==> src/rtl/ins_loader_16x9.sv <==
// ins_loader_16x9
// Write side of the 16:1 9-bit instruction mux. A start pulse opens a load,
// then 16 instruction words arrive over a valid/ready handshake and land in
// slots 0..15, which drive the mux inputs A..P directly.
//
// Optional feature: define INS_LOADER_CHECKSUM_EN to accept a 17th word after
// slot 15. That word is compared with the XOR of the 16 loaded words, and the
// result is reported on err. Without the macro, err is tied low and there is
// no CHECK state and no accumulator.
//
// Every output comes from a flop. din_ready is a registered function of the
// state, so no input reaches an output combinationally.

module ins_loader_16x9 (
    input  logic       clk,
    input  logic       rst,
    input  logic       start,
    input  logic [8:0] DIN,
    input  logic       din_valid,
    output logic       din_ready,
    output logic [8:0] A,
    output logic [8:0] B,
    output logic [8:0] C,
    output logic [8:0] D,
    output logic [8:0] E,
    output logic [8:0] F,
    output logic [8:0] G,
    output logic [8:0] H,
    output logic [8:0] I,
    output logic [8:0] J,
    output logic [8:0] K,
    output logic [8:0] L,
    output logic [8:0] M,
    output logic [8:0] N,
    output logic [8:0] O,
    output logic [8:0] P,
    output logic       sel3,
    output logic       sel2,
    output logic       sel1,
    output logic       sel0,
    output logic       done,
    output logic       err
);

`ifdef INS_LOADER_CHECKSUM_EN
    typedef enum logic [1:0] {
        ST_IDLE  = 2'd0,
        ST_LOAD  = 2'd1,
        ST_CHECK = 2'd2,
        ST_DONE  = 2'd3
    } state_t;

    // Fold one more word into the running XOR checksum.
    function automatic logic [8:0] csum_fold(input logic [8:0] acc, input logic [8:0] word);
        return acc ^ word;
    endfunction
`else
    typedef enum logic [1:0] {
        ST_IDLE = 2'd0,
        ST_LOAD = 2'd1,
        ST_DONE = 2'd3
    } state_t;
`endif

    state_t      state_r;
    logic [8:0]  slots_r [16];
    logic [3:0]  ptr_r;
    logic        din_ready_r;
    logic        done_r;
    logic        xfer_s;
`ifdef INS_LOADER_CHECKSUM_EN
    logic [8:0]  csum_r;
    logic        err_r;
`endif

    assign xfer_s = din_valid & din_ready_r;

    // Load controller: state, write pointer, slot storage and status flags.
    always_ff @(posedge clk) begin
        if (rst) begin
            state_r     <= ST_IDLE;
            ptr_r       <= 4'd0;
            din_ready_r <= 1'b0;
            done_r      <= 1'b0;
            for (int i = 0; i < 16; i++) begin
                slots_r[i] <= 9'h000;
            end
`ifdef INS_LOADER_CHECKSUM_EN
            csum_r      <= 9'h000;
            err_r       <= 1'b0;
`endif
        end else begin
            case (state_r)
                ST_IDLE, ST_DONE: begin
                    // Slot contents are kept; the new load overwrites them in order.
                    if (start) begin
                        state_r     <= ST_LOAD;
                        ptr_r       <= 4'd0;
                        din_ready_r <= 1'b1;
                        done_r      <= 1'b0;
`ifdef INS_LOADER_CHECKSUM_EN
                        csum_r      <= 9'h000;
                        err_r       <= 1'b0;
`endif
                    end else begin
                        state_r <= state_r;
                    end
                end
                ST_LOAD: begin
                    if (xfer_s) begin
                        slots_r[ptr_r] <= DIN;
                        ptr_r          <= ptr_r + 4'd1;
`ifdef INS_LOADER_CHECKSUM_EN
                        csum_r         <= csum_fold(csum_r, DIN);
                        if (ptr_r == 4'd15) begin
                            state_r <= ST_CHECK;
                        end else begin
                            state_r <= ST_LOAD;
                        end
`else
                        if (ptr_r == 4'd15) begin
                            state_r     <= ST_DONE;
                            din_ready_r <= 1'b0;
                            done_r      <= 1'b1;
                        end else begin
                            state_r <= ST_LOAD;
                        end
`endif
                    end else begin
                        state_r <= ST_LOAD;
                    end
                end
`ifdef INS_LOADER_CHECKSUM_EN
                ST_CHECK: begin
                    // The checksum word is compared only; it is never stored in a slot.
                    if (xfer_s) begin
                        err_r       <= (DIN != csum_r);
                        state_r     <= ST_DONE;
                        din_ready_r <= 1'b0;
                        done_r      <= 1'b1;
                    end else begin
                        state_r <= ST_CHECK;
                    end
                end
`endif
                default: begin
                    state_r     <= ST_IDLE;
                    din_ready_r <= 1'b0;
                    done_r      <= 1'b0;
                end
            endcase
        end
    end

    assign din_ready = din_ready_r;
    assign done      = done_r;
    assign sel3      = ptr_r[3];
    assign sel2      = ptr_r[2];
    assign sel1      = ptr_r[1];
    assign sel0      = ptr_r[0];

`ifdef INS_LOADER_CHECKSUM_EN
    assign err = err_r;
`else
    assign err = 1'b0;
`endif

    assign A = slots_r[0];
    assign B = slots_r[1];
    assign C = slots_r[2];
    assign D = slots_r[3];
    assign E = slots_r[4];
    assign F = slots_r[5];
    assign G = slots_r[6];
    assign H = slots_r[7];
    assign I = slots_r[8];
    assign J = slots_r[9];
    assign K = slots_r[10];
    assign L = slots_r[11];
    assign M = slots_r[12];
    assign N = slots_r[13];
    assign O = slots_r[14];
    assign P = slots_r[15];

endmodule
==> config.mk <==
export PLATFORM = sky130hd
export DESIGN_NAME = ins_loader_16x9
export DESIGN_NICKNAME = d
export VERILOG_FILES = /design/src/rtl/ins_loader_16x9.sv
export SDC_FILE = /design/constraint.sdc
export NUM_CORES = 1
export LEC_CHECK = 0
export ABC_CLOCK_PERIOD_IN_PS = 3200
export CAP_MARGIN = 20
export CORE_MARGIN = 3
export CORE_UTILIZATION = 45
export DETAILED_ROUTE_END_ITERATION = 7
export PLACE_DENSITY_LB_ADDON = 0.12
export SETUP_SLACK_MARGIN = 0.05
export SYNTH_ARGS = -nofsm -noshare
export SYNTH_HDL_FRONTEND = slang
export SYNTH_SLANG_ARGS = --single-unit
==> constraint.sdc <==
create_clock -name clk -period 3.2 [get_ports clk]
set_input_delay 0.64 -clock clk [delete_from_list [all_inputs] [get_ports clk]]
set_output_delay 0.64 -clock clk [all_outputs]
set_load 0.01 [all_outputs]
==> results.md, run 1 <==
- Status: finished, final reports clean
- # diodes: 0
- Worst-path clk slew: 0.06 ns
- Nets: 629
- Final hold violations: 0
- Layout Cells excl Fill: 792
- Mapped Area: 5850 sq um
- Sequential area share after synthesis: 76.7%
- Least-Margin Pin Slew: 0.777 ns
- Htree depth: 4
- Worst vdd ir: 281 uV
- Ys Warns: 0
- Post-synth top area share: 74.0%
- Core Footprint: 12700 sq um
- PortBufs: 162
- Largest net degree at the start of global routing: 26
- Post-synth EDFFs: 144
- Synth unique cells: 32
- Detailed Route WL: 14.7 mm
- Post-Syn Instances: 433
- Synth area leader: edfxtp_1
- Ys flop type: edfxtp_1
- Syn_area_per_cell: 13.5 sq um
- Worst-Skew Late Latency: 0.42 ns
- Max-slew violation count: 0
- First-pass GRT wire length: 22.1 mm
- CP required: 3.32 ns
- CP max FO: 14
- 1st-iter DRT viols: 356
- Hold-fix buffer count after cts: 0
- Startpoint types: register
- Pwr dens: 556 nW/um^2
- Starting Density: 46.1%
- Setup TNS: 0 ns
- Final core utilization: 65.5%
- Layout cells sized above 1: 9.03%
- Hold/Removal Path Class: register to register
- Resized Gates After CTS: 0
- Worst Setup End Kind: register
- Horiz. Die Dim: 120 um
- Final worst path period share: 73.9%
- Routed WL per cell: 18.6 um
- Clk_skew: 0.00748 ns
- Kind of critical path: register to register
- Vias: 3950
- Worst endpoint data arrival time: 2.48 ns
- Fmax: 423 MHz
- Site Rows: 41
- Most frequent cells in the layout: 162 x clkdlybuf4s50_1, 144 x edfxtp_1, 140 x nor2_1
- Via density: 4.99
- I/O pin cnt: 164
- Dpl hpwl: 10.5 mm
- RSZ-0062 raised after global routing: no
- Die Height: 120 um
- Initial antenna violation count: 0
- Synth Register Bits: 152
- Die area: 14400 sq um
- Slew HR: 48.0%
- Vias in the first global route: 3938
- CTS Buffer Depth: 2
- Residual DRC: 0
- Area Growth Syn to Fin: 42.0%
- Final worst slack: 0.837 ns
- Pre-CTS WS: 0.445 ns
- Final setup fails: 0
- Global route overflow: 0
- Post-synthesis async set-or-reset flop share: 0%
- CTS root buf: clkbuf_16
- Most common cell after layout, fill and taps aside: clkdlybuf4s50_1
- All-Layer GR Usage: 20.6%
- CTS buffer count: 17
- Postcts setup bufs: 0
- Post-Syn Nets: 453
- Clock sinks: 152
- GPL Wtd Cong: 0.798
- Max-capacitance violation count: 0
- Post-Place Cells: 762
- CTS tree: yes
- Synth top area cells: edfxtp_1 74%, nor2_1 9.0%, nand2_1 2.8%
- Pleak: 2.88 nW
- Drt pass-1 iters: 4
- Routed Antenna Nets: 0
- Post-layout min period: 2.36 ns
==> Yosys cell counts, types with 3 or more instances <==
master and number:
a21oi_1 6, nand2_1 43, nand2b_1 6, inv_1 4, o21bai_1 11, edfxtp_1 144
and2_1 9, dfxtp_1 8, nor2_1 140, buf_2 14, nor2b_1 5, a31o_2 4
clkbuf_1 4, ha_1 7, nand3_1 4, mux2i_1 3, buf_4 6
==> worst paths after layout <==
kind / startpoint / endpoint / slack, ns / depth (start not counted)
worst max-delay path: state_r[0] / slots_r[13][3] / 0.84 / 5
worst min-delay path: done / done / 0.48 / 2
worst max register to register: state_r[0] / slots_r[13][3] / 0.84 / 5
worst min register to register: done / done / 0.48 / 2
==> worst max-delay path, cell delays in order, from the launching register on <==
cell	delay, ns
dfxtp_1	0.39
ha_1	0.33
and4b_1	0.43
nand2_1	0.43
o21bai_1	0.28
buf_4	0.21
==> metrics by stage <==
step / hold WS [ns] / power, mW / instance area [sq um]
after CTS: 0.485 / 4.63 / 8300
after global routing: 0.500 / 4.73 / 8300
final: 0.478 / 4.61 / 8300
after detailed placement: 0.472 / 2.61 / 7700
after floorplan: 0.449 / 2.41 / 5850
after global placement: 0.458 / 2.60 / 7700
==> kinds of logic after synthesis <==
group	Yosys count	synth area share, %
buffers and inverters	30	2.74
other	1	0.0641
adders and majority gates	7	1.50
DFF	152	76.7
and+or+nand+nor	216	15.6
AOI/OAI and AO/OA	24	2.93
muxes	3	0.514
==> report_power, final <==
part	switching, mW	leakage, nW	internal (mW)
Combinational	0.147	1.04	0.153
Sequential	0.0276	1.55	2.24
Clock	0.758	0.286	1.29
==> layer usage <==
layer / GRT usage, % / wire [um] / vias up
met5: 0 / 0 / -
met3: 5.75 / 1100 / 24
met2: 33.4 / 7310 / 166
li1: - / - / 1837
met1: 26.7 / 5980 / 1923
met4: 7.73 / 327 / 0
==> final cells by class <==
cell class              instances  area [sq um]
multi-input cells             251          1200
inverters                       4          15.0
flip-flops and latches        152          4480
clock buffers                  17           425
clock inverters                13           181
fillers                       966          4370
well taps                     172           215
repair buffers                183          1780
==> flip-flops by register name, indices dropped and copies added, names as in the netlist <==
| name | flops |
|---|---|
| ptr_r | 4 |
| state_r | 2 |
| slots_r | 144 |
| din_ready | 1 |
| done | 1 |
Note: power is estimated with default switching activity, not from simulation.
==> run 2, diff against run 1 <==
--- a/config.mk
+++ b/config.mk
@@ -5,10 +5,10 @@
 export SDC_FILE = /design/constraint.sdc
 export NUM_CORES = 1
 export LEC_CHECK = 0
-export ABC_CLOCK_PERIOD_IN_PS = 3200
+export ABC_CLOCK_PERIOD_IN_PS = 2100
 export CAP_MARGIN = 20
 export CORE_MARGIN = 3
-export CORE_UTILIZATION = 45
+export CORE_UTILIZATION = 43
 export DETAILED_ROUTE_END_ITERATION = 7
 export PLACE_DENSITY_LB_ADDON = 0.12
 export SETUP_SLACK_MARGIN = 0.05
==> constraint.sdc (replaced) <==
create_clock -name clk -period 2.1 [get_ports clk]
set_input_delay 0.42 -clock clk [delete_from_list [all_inputs] [get_ports clk]]
set_output_delay 0.42 -clock clk [all_outputs]
set_load 0.01 [all_outputs]
==> run 2 against run 1 <==
Sequential share of layout area down 0.14 points. Critical path depth down 4. Non-clock buffer count up 9. Combinational power up 56%. First-iteration DRC count up 24%. Count of clock-buffer cells in the layout unchanged. Flip-flop and latch count unchanged. Clock power up 36%. Worst setup slack worse by 0.64 ns. Via count up 1.4%. Utilization down 1.4 points.
==> results.md, run 2 (same netlist as run 1, synthesis figures left out) <==
- Status: finished, final reports clean (unchanged)
- Most used routing layer: met2 (unchanged)
- Final worst slack: 0.201 ns (was 0.837 ns)
- Hold endpoint: done (unchanged)
- Worst path slowest cell: clkdlybuf4s50_1 (was and4b_1)
- Detailed Route WL: 14.9 mm (was 14.7 mm)
- Layout cells sized above 1: 11.1% (was 9.03%)
- Met3 Usage GRT: 5.25% (was 5.75%)
- Slew HR: 63.2% (was 48.0%)
- Global route overflow: 0 (unchanged)
- Most common cell after layout, fill and taps aside: clkdlybuf4s50_1 (unchanged)
- I/O pin cnt: 164 (unchanged)
- Horiz. Die Dim: 123 um (was 120 um)
- Fin Hold WS: 0.478 ns (about the same)
- RSZ-0062 raised after global routing: no (unchanged)
- Vias: 4006 (was 3950)
- Worst-path clk slew: 0.06 ns (about the same)
- Worst Setup End Kind: primary output (was register)
- Family of cells with the greatest summed delay on the critical path: buffers and inverters (was simple AND/OR/NAND/NOR gates)
- Max-capacitance violation count: 0 (unchanged)
- FF/Latch Area: 4490 sq um (was 4480 sq um)
- Htree depth: 4 (unchanged)
- # diodes: 0 (unchanged)
- Clock sinks: 152 (unchanged)
- Routed Antenna Nets: 0 (unchanged)
- Fillers: 961 (was 966)
- Pleak: 2.89 nW (was 2.88 nW)
- Nets: 638 (was 629)
- First-pass GRT wire length: 22.2 mm (was 22.1 mm)
- Most frequent cells in the layout: 162 x clkdlybuf4s50_1, 144 x edfxtp_1, 140 x nor2_1 (unchanged)
- Max-slew violation count: 0 (unchanged)
- Hold/Removal Path Class: register to register (unchanged)
- Worst-Skew Late Latency: 0.42 ns (about the same)
- Vias in the first global route: 3960 (was 3938)
- Area Growth Syn to Fin: 42.4% (was 42.0%)
- Via density: 4.99 (about the same)
- Worst vdd ir: 534 uV (was 281 uV)
- CP max stage delay: 0.59 ns (was 0.43 ns)
- DP Area: 7780 sq um (was 7700 sq um)
- CP required: 1.68 ns (was 3.32 ns)
- GPL Wtd Cong: 0.838 (was 0.798)
- 1st-iter DRT viols: 442 (was 356)
- Residual DRC: 0 (unchanged)
- Site Rows: 41 (unchanged)
- Global-route track usage on met2: 32.7% (was 33.4%)
- All-Layer GR Usage: 20.3% (was 20.6%)
- Worst flop-to-flop path endpoint: slots_r[5][2] (was slots_r[13][3])
- Max reg flops: 144 (unchanged)
- Final core utilization: 64.2% (was 65.5%)
- Regs by FF count: slots_r (144), ptr_r (4), state_r (2) (unchanged)
- Starting Density: 45.0% (was 46.1%)
- CTS buffer count: 17 (unchanged)
- Die Height: 123 um (was 120 um)
- Kind of critical path: register to primary output (was register to register)
- Core Footprint: 13000 sq um (was 12700 sq um)
- Dpl hpwl: 10.4 mm (was 10.5 mm)
- Final hold violations: 0 (unchanged)
- GR Layer Usage met1: 26.2% (was 26.7%)
- Clk_skew: 0.00828 ns (was 0.00748 ns)
- Top reg by flops: slots_r (unchanged)
- PortBufs: 162 (unchanged)
- Worst endpoint data arrival time: 1.48 ns (was 2.48 ns)
- Initial antenna violation count: 0 (unchanged)
- Layout Cell Area excl Fill: 8330 sq um (was 8300 sq um)
- Hold path depth: 2 (unchanged)
- Worst reg2reg path depth: 6 (was 5)
- Final worst path period share: 90.4%
- Fmax: 527 MHz
- CP max FO: 12 (was 14)
- Largest net degree at the start of global routing: 26 (unchanged)
- Routed WL per cell: 18.5 um (was 18.6 um)
- Drt pass-1 iters: 5 (was 4)
- Area occupied by multi-input gates: 1210 sq um (was 1200 sq um)
- CTS root buf: clkbuf_16 (unchanged)
- Hold_sp: done (unchanged)
- CTS Buffer Depth: 2 (unchanged)
- Critical R2R Launch: state_r[1] (was state_r[0])
- Crit path buf inv count: 1 (unchanged)
- Least-Margin Pin Slew: 0.551 ns (was 0.777 ns)
- Pre-CTS WS: -0.0795 ns (was 0.445 ns)
- Final setup fails: 0 (unchanged)
- Pwr dens: 806 nW/um^2 (was 556 nW/um^2)
- CTS tree: yes (unchanged)
- Crit-path cells: clkdlybuf4s50_1 (was ha_1 > and4b_1 > nand2_1 > o21bai_1 > buf_4)
- Die area: 15000 sq um (was 14400 sq um)
- Post-layout min period: 1.90 ns
- Startpoint types: register (unchanged)
- Worst R2R Setup Slack: 0.23 ns (was 0.84 ns)
run 2: layout make-up:
cell class	count	share of cell area, %
clock inverter	15	1.44
timing repair buffer	192	22.3
multi-input combinational	251	14.5
sequential	152	53.9
clock buffer	17	5.11
tap	172	2.58
inverter	4	0.180
run 2: through the flow:
stage	TNS [ns]	total power, mW	std cells
finish	0	6.71	803
global route	0	6.90	803
CTS	0	6.75	803
detailed placement	-4.13	3.99	771
global placement	-1.44	3.98	771
floorplan	0	3.67	433
run 2: what timing repair did:
item | 4_1_cts | 5_1_grt
setup buffers | 0 | 0
resized for setup | 1 | 0
setup endpoints to repair | 1 | 0
hold buffers | 0 | 0
run 2: how the worst max path moves through the flow:
stage                           from              to  slack [ns]  cells after the start
after floorplan           state_r[1]  slots_r[13][0]        0.05                      7
after global placement           rst   slots_r[5][6]       -0.04                      5
after detailed placement   din_valid   slots_r[5][6]       -0.08                      5
after CTS                   ptr_r[2]            sel2        0.18                      1
after global routing      state_r[0]   slots_r[9][5]        0.07                      5
final                       ptr_r[2]            sel2        0.20                      1
run 2: routing by layer:
metal  vias up  share of wire [%]
li1       1863                  -
met1      1913                 40
met2       197                 49
met3        33                8.1
met4         0                2.9
met5         -                  0
run 2: where the power goes:
group          switching [mW]  leakage, nW  internal (mW)
logic                   0.228         1.09          0.239
clock network            1.26        0.250           1.53
registers              0.0441         1.55           3.41
==> run 3, diff against run 2 <==
--- a/config.mk
+++ b/config.mk
@@ -9,9 +9,12 @@
 export CAP_MARGIN = 20
 export CORE_MARGIN = 3
 export CORE_UTILIZATION = 43
+export CTS_CLUSTER_SIZE = 20
 export DETAILED_ROUTE_END_ITERATION = 7
 export PLACE_DENSITY_LB_ADDON = 0.12
+export REMOVE_ABC_BUFFERS = 1
 export SETUP_SLACK_MARGIN = 0.05
+export SLEW_MARGIN = 10
 export SYNTH_ARGS = -nofsm -noshare
 export SYNTH_HDL_FRONTEND = slang
 export SYNTH_SLANG_ARGS = --single-unit
==> run 3 against run 2 <==
Power grew 0.60%. Combinational power shrank 1%. First-iteration DRC count grew 6.8%. Wire length shrank 1.2%. Largest power group unchanged. Highest routed layer unchanged.
==> results.md, run 3 (same netlist as run 1, synthesis figures left out) <==
- Drt pass-1 iters: 5 (unchanged)
- Worst reg2reg path depth: 6 (unchanged)
- Hold path depth: 2 (unchanged)
- Horiz. Die Dim: 123 um (unchanged)
- Part of the power in registers: 51.2% (was 51.4%)
- Logic pwr share: 6.8% (was 7.0%)
- NetSw: 1.39 mW (was 1.53 mW)
- Status: finished, final reports clean (unchanged)
- Sw frac: 20.6% (was 22.9%)
- Final hold violations: 0 (unchanged)
- Pwr dens: 812 nW/um^2 (was 806 nW/um^2)
- Hold_sp: done (unchanged)
- RSZ-0062 raised after global routing: no (unchanged)
- All-Layer GR Usage: 20.4% (was 20.3%)
- Crit-path cells: clkdlybuf4s50_1 (unchanged)
- CTS Buffer Depth: 2 (unchanged)
- Int Pwr: 5.36 mW (was 5.18 mW)
- Initial antenna violation count: 0 (unchanged)
- Final setup fails: 0 (unchanged)
- Crit path buf inv count: 1 (unchanged)
- Hold endpoint: done (unchanged)
- Vias: 4001 (was 4006)
- Dpl hpwl: 10.7 mm (was 10.4 mm)
- Worst Setup End Kind: primary output (unchanged)
- DP Area: 7760 sq um (was 7780 sq um)
- Max reg flops: 144 (unchanged)
- Routed Antenna Nets: 0 (unchanged)
- Postcts setup bufs: 0 (unchanged)
- Core Footprint: 13000 sq um (unchanged)
- Final total power: 6.75 mW (was 6.71 mW)
- Max-capacitance violation count: 0 (unchanged)
- Hold-fix buffer count after cts: 0 (unchanged)
- Worst endpoint data arrival time: 1.48 ns (about the same)
- Area Growth Syn to Fin: 42.1% (was 42.4%)
- Worst-path clk slew: 0.06 ns (about the same)
- Family of cells with the greatest summed delay on the critical path: buffers and inverters (unchanged)
- Max-slew violation count: 0 (unchanged)
- Most common cell after layout, fill and taps aside: clkdlybuf4s50_1 (unchanged)
- Final worst path period share: 90.7% (was 90.4%)
- Post-layout min period: 1.90 ns (about the same)
- Startpoint types: register (unchanged)
- Routed WL per cell: 18.3 um (was 18.5 um)
- Worst vdd ir: 457 uV (was 534 uV)
- First-pass GRT wire length: 21.9 mm (was 22.2 mm)
- Layout cells sized above 1: 10.1% (was 11.1%)
- Least-Margin Pin Slew: 0.793 ns (was 0.551 ns)
- Most frequent cells in the layout: 162 x clkdlybuf4s50_1, 144 x edfxtp_1, 140 x nor2_1 (unchanged)
- GPL Wtd Cong: 0.800 (was 0.838)
- Regs by FF count: slots_r (144), ptr_r (4), state_r (2) (unchanged)
- Critical R2R Launch: state_r[1] (unchanged)
- CP max stage delay: 0.59 ns (about the same)
- Worst-Skew Late Latency: 0.42 ns (about the same)
- Layout Cell Area excl Fill: 8310 sq um (was 8330 sq um)
- I/O pin cnt: 164 (unchanged)
- Htree depth: 4 (unchanged)
- CP max FO: 12 (unchanged)
- Detailed Route WL: 14.7 mm (was 14.9 mm)
- Clk pwr share: 42.0% (was 41.6%)
- Die Height: 123 um (unchanged)
- 1st-iter DRT viols: 472 (was 442)
- Worst R2R Setup Slack: 0.21 ns (was 0.23 ns)
- Die area: 15000 sq um (unchanged)
- Kind of critical path: register to primary output (unchanged)
- Resized Gates After CTS: 2 (was 1)
- Instance count on the critical path: 1 (unchanged)
- Starting Density: 45.0% (unchanged)
- # diodes: 0 (unchanged)
- Top reg by flops: slots_r (unchanged)
- CTS tree: yes (unchanged)
- Slew HR: 46.9% (was 63.2%)
- Largest net degree at the start of global routing: 26 (unchanged)
- Vias in the first global route: 3885 (was 3960)
- PortBufs: 162 (unchanged)
- CP required: 1.68 ns (about the same)
- Fmax: 525 MHz (was 527 MHz)
- Clock sinks: 152 (unchanged)
- Site Rows: 41 (unchanged)
- Hold/Removal Path Class: register to register (unchanged)
- Residual DRC: 0 (unchanged)
- Worst flop-to-flop path endpoint: slots_r[5][5] (was slots_r[5][2])
- Worst path slowest cell: clkdlybuf4s50_1 (unchanged)
- Global route overflow: 0 (unchanged)
- Pleak: 2.90 nW (was 2.89 nW)
- CTS root buf: clkbuf_16 (unchanged)
- Clk_skew: 0.00684 ns (was 0.00828 ns)
- Nets: 638 (unchanged)
- Via density: 4.98 (was 4.99)
- CTS buffer count: 17 (unchanged)
==> run 3: layer usage <==
metal	track usage [%]	part of all wire, %
met5	0	0
met4	7.98	1.7
met3	4.52	7.2
met2	34.4	52
met1	25.8	39
==> run 3: metrics by stage <==
stage,worst slack (ns),cells,setup TNS (ns),utilization [%],hold WS [ns]
3_3_place_gp,-0.0499,771,-2.18,59.8,0.459
5_1_grt,0.0703,803,0,64.0,0.519
4_1_cts,0.181,803,0,64.0,0.487
2_1_floorplan,-0.480,407,-43.81,-,0.443
3_5_place_dp,-0.109,771,-4.83,59.8,0.476
6_report,0.196,803,0,64.0,0.487
==> run 3: power groups by stage <==
stage	clock [mW]	sequential, mW	combinational [mW]
floorplan	0	3.56	0.0978
global placement	0	3.52	0.459
detailed placement	0	3.52	0.467
CTS	2.87	3.46	0.468
global route	3.00	3.46	0.491
finish	2.83	3.45	0.462
==> run 3: layout make-up <==
cell class              count  area, sq um
fillers                  1014         4670
flip-flops and latches    152         4490
repair buffers            192         1850
multi-input cells         251         1200
clock buffers              19          433
well taps                 172          215
clock inverters            13          111
inverters                   4         15.0
==> run 3: worst max-delay path by stage <==
stage,start,endpoint,slack (ns)
floorplan,state_r[1],slots_r[10][0],-0.48
global placement,rst,slots_r[6][1],-0.05
detailed placement,din_valid,slots_r[5][0],-0.11
CTS,ptr_r[2],sel2,0.18
global route,state_r[1],slots_r[6][0],0.07
finish,ptr_r[2],sel2,0.20
